$ cat config.mk
export PLATFORM = sky130hd
export DESIGN_NAME = capture_controller
export DESIGN_NICKNAME = d
export VERILOG_FILES = /design/src/rtl/capture_controller.sv
export SDC_FILE = /design/constraint.sdc
export NUM_CORES = 1
export LEC_CHECK = 0
export BUFFER_PORTS_ARGS = -buffer_cell sky130_fd_sc_hd__buf_2
export CORE_MARGIN = 2
export CORE_UTILIZATION = 59
export CTS_CLUSTER_DIAMETER = 80
export CTS_CLUSTER_SIZE = 16
export DETAILED_ROUTE_END_ITERATION = 12
export GPL_TIMING_DRIVEN = 0
export PLACE_DENSITY = 0.81
export SYNTH_ARGS = -nofsm -noshare
export SYNTH_HDL_FRONTEND = slang
export SYNTH_SLANG_ARGS = --single-unit
$ cat constraint.sdc
create_clock -name clk -period 5.1 [get_ports clk]
set_input_delay 0.51 -clock clk [delete_from_list [all_inputs] [get_ports clk]]
set_output_delay 0.51 -clock clk [all_outputs]
set_load 0.01 [all_outputs]
$ cat src/rtl/capture_controller.sv
// ============================================================================
// Module      : capture_controller
// Description : Decimates 16 channel inputs into sample FIFO writes, with
//               optional 2x8-bit packing and overflow halt.
// Revision    : 1.0 - initial release
// ============================================================================
`default_nettype none

module capture_controller #(
    parameter int DIV_WIDTH = 16,
    parameter int CNT_WIDTH = 32
) (
    input  logic                 clk,
    input  logic                 rst,
    input  logic                 start,
    input  logic                 stop,
    input  logic [DIV_WIDTH-1:0] divider,
    input  logic                 narrow,
    input  logic [15:0]          chan_in,
    input  logic                 fifo_full,
    output logic [15:0]          sample_data,
    output logic                 sample_data_avail,
    output logic                 running,
    output logic                 overflow_flag,
    output logic [CNT_WIDTH-1:0] word_count
);

    localparam logic [DIV_WIDTH-1:0] c_DIV_ONE = DIV_WIDTH'(1);
    localparam logic [CNT_WIDTH-1:0] c_CNT_ONE = CNT_WIDTH'(1);

    typedef enum logic [1:0] {
        S_IDLE = 2'd0,
        S_RUN  = 2'd1,
        S_HALT = 2'd2
    } state_t;

    state_t                 r_state;
    logic [DIV_WIDTH-1:0]   r_div_lat;
    logic [DIV_WIDTH-1:0]   r_div_cnt;
    logic                   r_narrow;
    logic                   r_half;
    logic [7:0]             r_low_byte;
    logic [15:0]            r_sample_data;
    logic                   r_avail;
    logic                   r_running;
    logic                   r_overflow;
    logic [CNT_WIDTH-1:0]   r_word_count;

    logic                   w_tick;
    logic [15:0]            w_word;
    logic [CNT_WIDTH-1:0]   w_count_inc;

    assign w_tick      = (r_div_cnt == '0);
    assign w_word      = r_narrow ? {chan_in[7:0], r_low_byte} : chan_in;
    assign w_count_inc = (&r_word_count) ? r_word_count : r_word_count + c_CNT_ONE;

    always_ff @(posedge clk) begin
        if (rst) begin
            r_state       <= S_IDLE;
            r_div_lat     <= '0;
            r_div_cnt     <= '0;
            r_narrow      <= 1'b0;
            r_half        <= 1'b0;
            r_low_byte    <= '0;
            r_sample_data <= '0;
            r_avail       <= 1'b0;
            r_running     <= 1'b0;
            r_overflow    <= 1'b0;
            r_word_count  <= '0;
        end else begin
            r_avail <= 1'b0;
            case (r_state)
                S_IDLE, S_HALT: begin
                    // start beats a coincident stop; HALT keeps its flags on stop
                    if (start) begin
                        r_state      <= S_RUN;
                        r_running    <= 1'b1;
                        r_div_lat    <= divider;
                        r_narrow     <= narrow;
                        r_div_cnt    <= '0;
                        r_half       <= 1'b0;
                        r_overflow   <= 1'b0;
                        r_word_count <= '0;
                    end else if (stop) begin
                        r_state   <= S_IDLE;
                        r_running <= 1'b0;
                    end
                end
                S_RUN: begin
                    if (stop) begin
                        r_state   <= S_IDLE;
                        r_running <= 1'b0;
                        r_half    <= 1'b0;
                    end else begin
                        r_div_cnt <= w_tick ? r_div_lat : r_div_cnt - c_DIV_ONE;
                        if (w_tick) begin
                            if (r_narrow && !r_half) begin
                                r_low_byte <= chan_in[7:0];
                                r_half     <= 1'b1;
                            end else begin
                                r_half <= 1'b0;
                                if (fifo_full) begin
                                    r_overflow <= 1'b1;
                                    r_state    <= S_HALT;
                                    r_running  <= 1'b0;
                                end else begin
                                    r_sample_data <= w_word;
                                    r_avail       <= 1'b1;
                                    r_word_count  <= w_count_inc;
                                end
                            end
                        end
                    end
                end
                default: begin
                    r_state   <= S_IDLE;
                    r_running <= 1'b0;
                end
            endcase
        end
    end

    assign sample_data       = r_sample_data;
    assign sample_data_avail = r_avail;
    assign running           = r_running;
    assign overflow_flag     = r_overflow;
    assign word_count        = r_word_count;

endmodule

`default_nettype wire

Word-level counts from Yosys, hierarchy flattened. Index checks and enable logic that the tools add are counted.

$add $sub $neg: 2. Equal/unequal tests: 13. Muxes and demuxes: 37. Bitwise logic cells: 5. Reduce and logical (&&, ||, !) cells: 16.

Operators by type and width (number): $mux W32 (6); $mux W16 (4); $pmux W32 S2 (1); $add A32 B1 Y32 const B (1); $pmux W16 S2 (1); $reduce_and A32 Y1 (1); $logic_not A16 Y1 (1); $sub A16 B1 Y16 const B (1); $mux W1 (15); $ne A2 B2 Y1 const B (7); $mux W2 (6); $ne A3 B3 Y1 const B (4); $reduce_and A4 Y1 (2); $reduce_and A7 Y1 (1); $pmux W1 S2 (3); $reduce_and A3 Y1 (2); $reduce_and A6 Y1 (1); $not A1 Y1 (5); $reduce_and A5 Y1 (1); $reduce_or A5 Y1 (1); $pmux W2 S2 (1); $eq A2 B1 Y1 const B (1); $eq A2 B2 Y1 const B (1); $logic_not A2 Y1 (1); other kinds (5) (5).

Bits in registers: 95. Output and inout bits: 51. Logic and storage cells: 84.

Logic depth before layout (Yosys ltp).
Word-level depth: 7. Mapped depth: 10.

Worst setup path after synthesis. OpenSTA, ideal clock, no wires.

Path kind: register to register. From: register r_div_cnt[0]. To: register r_word_count[28] (netlist: word_count[28]). Setup time: 0.070 ns. Arrival time: 2.182 ns. Path slack: 2.848 ns. Cell stages (with the launch flop): 10. Buffers on the path: 1. Period minus slack after synthesis: 2.252 ns. Cells stage by stage: dfxtp_1 > inv_1 > ha_1 > nor2b_1 > and4_4 > a31oi_4 > or3_1 > buf_2 > or4_1 > a21oi_1.

Word-level cells in the longest chain between the ends: 3.

RTL lines: start: declaration (line 39) `logic [DIV_WIDTH-1:0] r_div_cnt;`; start signal: assignment (line 95) `r_div_cnt <= w_tick ? r_div_lat : r_div_cnt - c_DIV_ONE;`; $logic_not A16 Y1 (line 53) `assign w_tick = (r_div_cnt == '0);`; $ne A2 B2 Y1 (no line); $reduce_and A7 Y1 (no line); end signal: assignment (line 109) `r_word_count <= w_count_inc;`; end: declaration (line 47) `logic [CNT_WIDTH-1:0] r_word_count;`.

Every way passes these cells. A chain may end at the register's enable or synchronous reset.

Worst setup path after layout.
From: register r_state[0]. To: register r_word_count[15] (netlist: word_count[15]).

Word-level cells in the longest chain between the ends: 4. Elaborated cells between the ends (all ways): 13.

RTL lines: start: declaration (line 37) `state_t r_state;`; start signal: assignment (line 59) `r_state <= S_IDLE;`; start signal: assignment (line 76) `r_state <= S_RUN;`; start signal: assignment (line 85) `r_state <= S_IDLE;`; $eq A2 B2 Y1 / $logic_not A2 Y1 (equally long branches) (line 72) `case (r_state)`; $reduce_or A2 Y1 (line 72); $ne A2 B2 Y1 (no line) / $reduce_bool A2 Y1 (equally long branches); $reduce_and A7 Y1 (no line).

Several ways; a longest one is shown, not always the timed one.

==> summary.md <==
| Metric | Value |
|---|---|
| DR DRC count | `0` |
| Leakage | `0.001951 uW` |
| Routed WL per cell | `15.39 microns` |
| Row Count | `31` |
| Sequential Area | `1882 sq um` |
| Total gr overflow | `0` |
| Number of synthesized flops with an enable pin | `0` |
| Tmin final | `2.561 ns` |
| Sw frac | `0.3025` |
| Max-slew violations | `0` |
| Gate count of the mapped netlist | `540` |
| Register area share after synthesis | `0.4245` |
| Multi-input logic area | `2392 sq um` |
| Compound-Gate Fraction of Synth Area | `0.2060` |
| Adder-Cell Fraction of Synth Area | `0.008467` |
| Hold Crit Class | `primary input to flop` |
| # fillers | `602` |
| WL met1 | `4824 microns` |
| Synth-to-Final Area Change | `17.84%` |
| Avg Cell Area, Syn | `8.209 sq um` |
| Number of global-route vias before repair | `4095` |
| Int Pwr | `1181 uW` |
| Resized cells post-CTS | `0` |
| Max-slew headroom | `0.4901` |
| CTS tree | `built` |
| CTS max path bufs | `2` |
| Synthesized area | `4433 sq um` |
| DR pass1 iterations | `4` |
| CTS Buf Count | `9` |
| Measured slew at the worst slew-check pin | `0.7568 ns` |
| Yosys top cell area share | `0.4245` |
| Final period utilization | `0.5022` |
| Kind of critical path | `flop to flop` |
| Crit path arrival time | `2.86 ns` |
| Routed vias | `4430` |
| Crit-path max cell delay | `0.49 ns` |
| Final wirelength | `11420 microns` |
| Post-synthesis simple-gate area fraction | `0.2622` |
| Critical path, cell by cell | `nor2b_1 -> nand4_1 -> nor4_1 -> a211o_2 -> clkbuf_1 -> o21ai_0 -> a21oi_1` |
| Predominant post-synthesis flop cell | `dfxtp_1` |
| Top Ports | `89` |
| Clock group share of total power | `0.335` |
| Antenna Diode Count | `0` |
| Critical path origin | `r_state[0]$_SDFFE_PP0P_` |
| Largest family of logic cells by synthesized area | `simple AND/OR/NAND/NOR gates` |
| Flop pwr share | `0.461` |
| Worst-Skew Late Latency | `0.36 ns` |
| Post-Route Utilization | `0.7202` |
| Delay-heaviest family, CP | `simple AND/OR/NAND/NOR gates` |
| Die area | `8223 sq um` |
| Uppermost routed layer | `met4` |
| Global-route wire length before repair | `18800 microns` |
| Starting DRT DRC Count | `212` |
| Clock Sinks | `94` |
| Crit path max fanout | `10` |
| Syn_nets | `581` |
| XOR/XNOR share of the synthesized area | `0.003951` |
| Top cells by area, synth | `dfxtp_1 42%, a21oi_1 6.7%, nand2_1 6.0%, mux2i_1 5.6%, nor2_1 4.7%` |
| Worst IR Drop VDD | `0.0002195 V` |
| Antenna viol nets, final | `0` |
| Most instantiated library cell after synthesis | `dfxtp_1` |
| Number of H-tree levels | `3` |
| Placeable Area | `7253 sq um` |
| Gr usage total | `0.2779` |
| Power density over the cells | `324.1 nW/um^2` |
| Startpoint Class | `flop` |
| Fraction of layout instances using a drive strength above 1 | `0.2006` |
| Largest net degree at the start of global routing | `17` |
| Routed wl met3 | `582 microns` |
| Logic pwr share | `0.204` |
| Vias/cell | `5.970` |
| HPWL Detailed | `8244 microns` |
| Initial core utilization | `0.6112` |
| Hold Startpoint | `stop` |
| Worst path buffer plus inverter count | `1` |
| Status | `finished clean` |
| Mux contribution to synthesized area | `0.05899` |
| Clock Skew | `0.009769 ns` |
| Async S/R FF share, synth | `0` |
| Required time worst endpoint | `5.40 ns` |
| Setup Buffers After CTS | `0` |
| Crit. End Element | `flop` |
| Final layout net count | `679` |
| Slowest-stage cell, CP | `nor2b_1` |
| Synth Register Bits | `94` |
| Die width | `90.68 microns` |
| Number of max-cap violations | `0` |
| Post-synthesis cell type count | `55` |
| FMAX | `390.5 MHz` |
| I/O Buffers | `87` |
| Net Sw Power | `512.1 uW` |
| GP Congestion | `0.9117` |
| Die height | `90.68 microns` |
| RR Startpoint | `r_state[0]$_SDFFE_PP0P_` |
| Unrepaired setup endpoints after global routing | `no` |
| Synth Warn # | `0` |
| Clk slew on worst S/H paths | `0.09 ns` |
| Top post-synthesis cells by count | `94 x dfxtp_1, 71 x nand2_1, 59 x a21oi_1` |
| Leading area contributor after synthesis | `dfxtp_1` |
| Setup_tns | `0 ns` |
| Met2 wire len | `5760 microns` |
| Initial antenna violation count | `0` |
| Post-CTS Hold Buffers | `0` |
| Clock Tree Root | `clkbuf_8` |
| Final setup vio count | `0` |
| Final hold vios | `0` |
-- registers in the layout (all words and copies together), names as in the netlist, 2 cells and up --
name         count
word_count      32
r_div_cnt       16
r_div_lat       16
sample_data     16
r_low_byte       8
r_state          2
-- cells in the final DEF, fill, tap and decap left out, drive strengths merged, types with 3 or more instances in the layout --
cell type	instances
nor2	58
dfxtp	94
buf	94
inv	12
or3	23
a211oi	17
and3	6
and2	4
nand4	9
o32ai	6
nand2b	4
nor3	15
nand3	16
nor2b	3
and4	4
a32o	5
clkbuf	31
mux2i	25
or4	9
nand2	71
o21ai	30
nor4	4
ha	3
a21oi	59
a22oi	6
o31ai	7
-- layout make-up --
| cell class | count | share of cell area |
|---|---|---|
| Sequential cell | 94 | 0.3602 |
| Multi-Input combinational cell | 407 | 0.4580 |
| Tap cell | 99 | 0.02371 |
| Inverter | 11 | 0.007904 |
| Clock inverter | 6 | 0.01796 |
| Timing Repair Buffer | 87 | 0.08335 |
| Buffer | 28 | 0.02252 |
| Clock buffer | 10 | 0.02635 |
-- through the flow --
stage | instance area [sq um] | power [uW] | hold WS (ns) | setup slack, ns | std cells
after floorplan | 4433 | 1042 | 0.4316 | 2.848 | 540
after global placement | 4992 | 1124 | 0.4439 | 2.631 | 726
after detailed placement | 4992 | 1135 | 0.4505 | 2.581 | 726
after CTS | 5224 | 1690 | 0.3419 | 2.568 | 742
after global routing | 5224 | 1760 | 0.3442 | 2.149 | 742
final | 5224 | 1693 | 0.3441 | 2.539 | 742
-- worst paths after layout --
| path | to | slack [ns] | depth (start not counted) |
|---|---|---|---|
| worst max-delay path | word_count[15]$_SDFFE_PP0P_ | 2.54 | 7 |
| worst min-delay path | r_state[1]$_SDFFE_PP0P_ | 0.34 | 2 |
| worst max register to register | word_count[15]$_SDFFE_PP0P_ | 2.54 | 7 |
| worst min register to register | r_div_lat[2]$_SDFFE_PP0P_ | 0.46 | 2 |
-- cells by family (layout without fill, tap and decap cells) --
family | Yosys count | count (layout)
AO/OA/AOI/OAI | 145 | 145
XOR/XNOR | 2 | 2
adder cells (fa/ha/maj) | 3 | 3
buffers and inverters | 39 | 142
flip-flops | 94 | 94
multiplexers | 26 | 26
AND/OR/NAND/NOR | 231 | 231
-- per-layer routing --
layer  track usage  vias up
met5             0        -
met4        0.1141        0
met3       0.03589       24
met2        0.4975      134
met1        0.3349     2102
li1              -     2170
-- power by group through the flow --
stage / Sequential (uW) / Clock [uW] / Combinational, uW
final: 781 / 567 / 345
after global routing: 784 / 593 / 383
after CTS: 780 / 570 / 340
after detailed placement: 797 / 0 / 338
after global placement: 796 / 0 / 328
after floorplan: 796 / 0 / 245
Note: power is estimated with default switching activity, not from simulation.
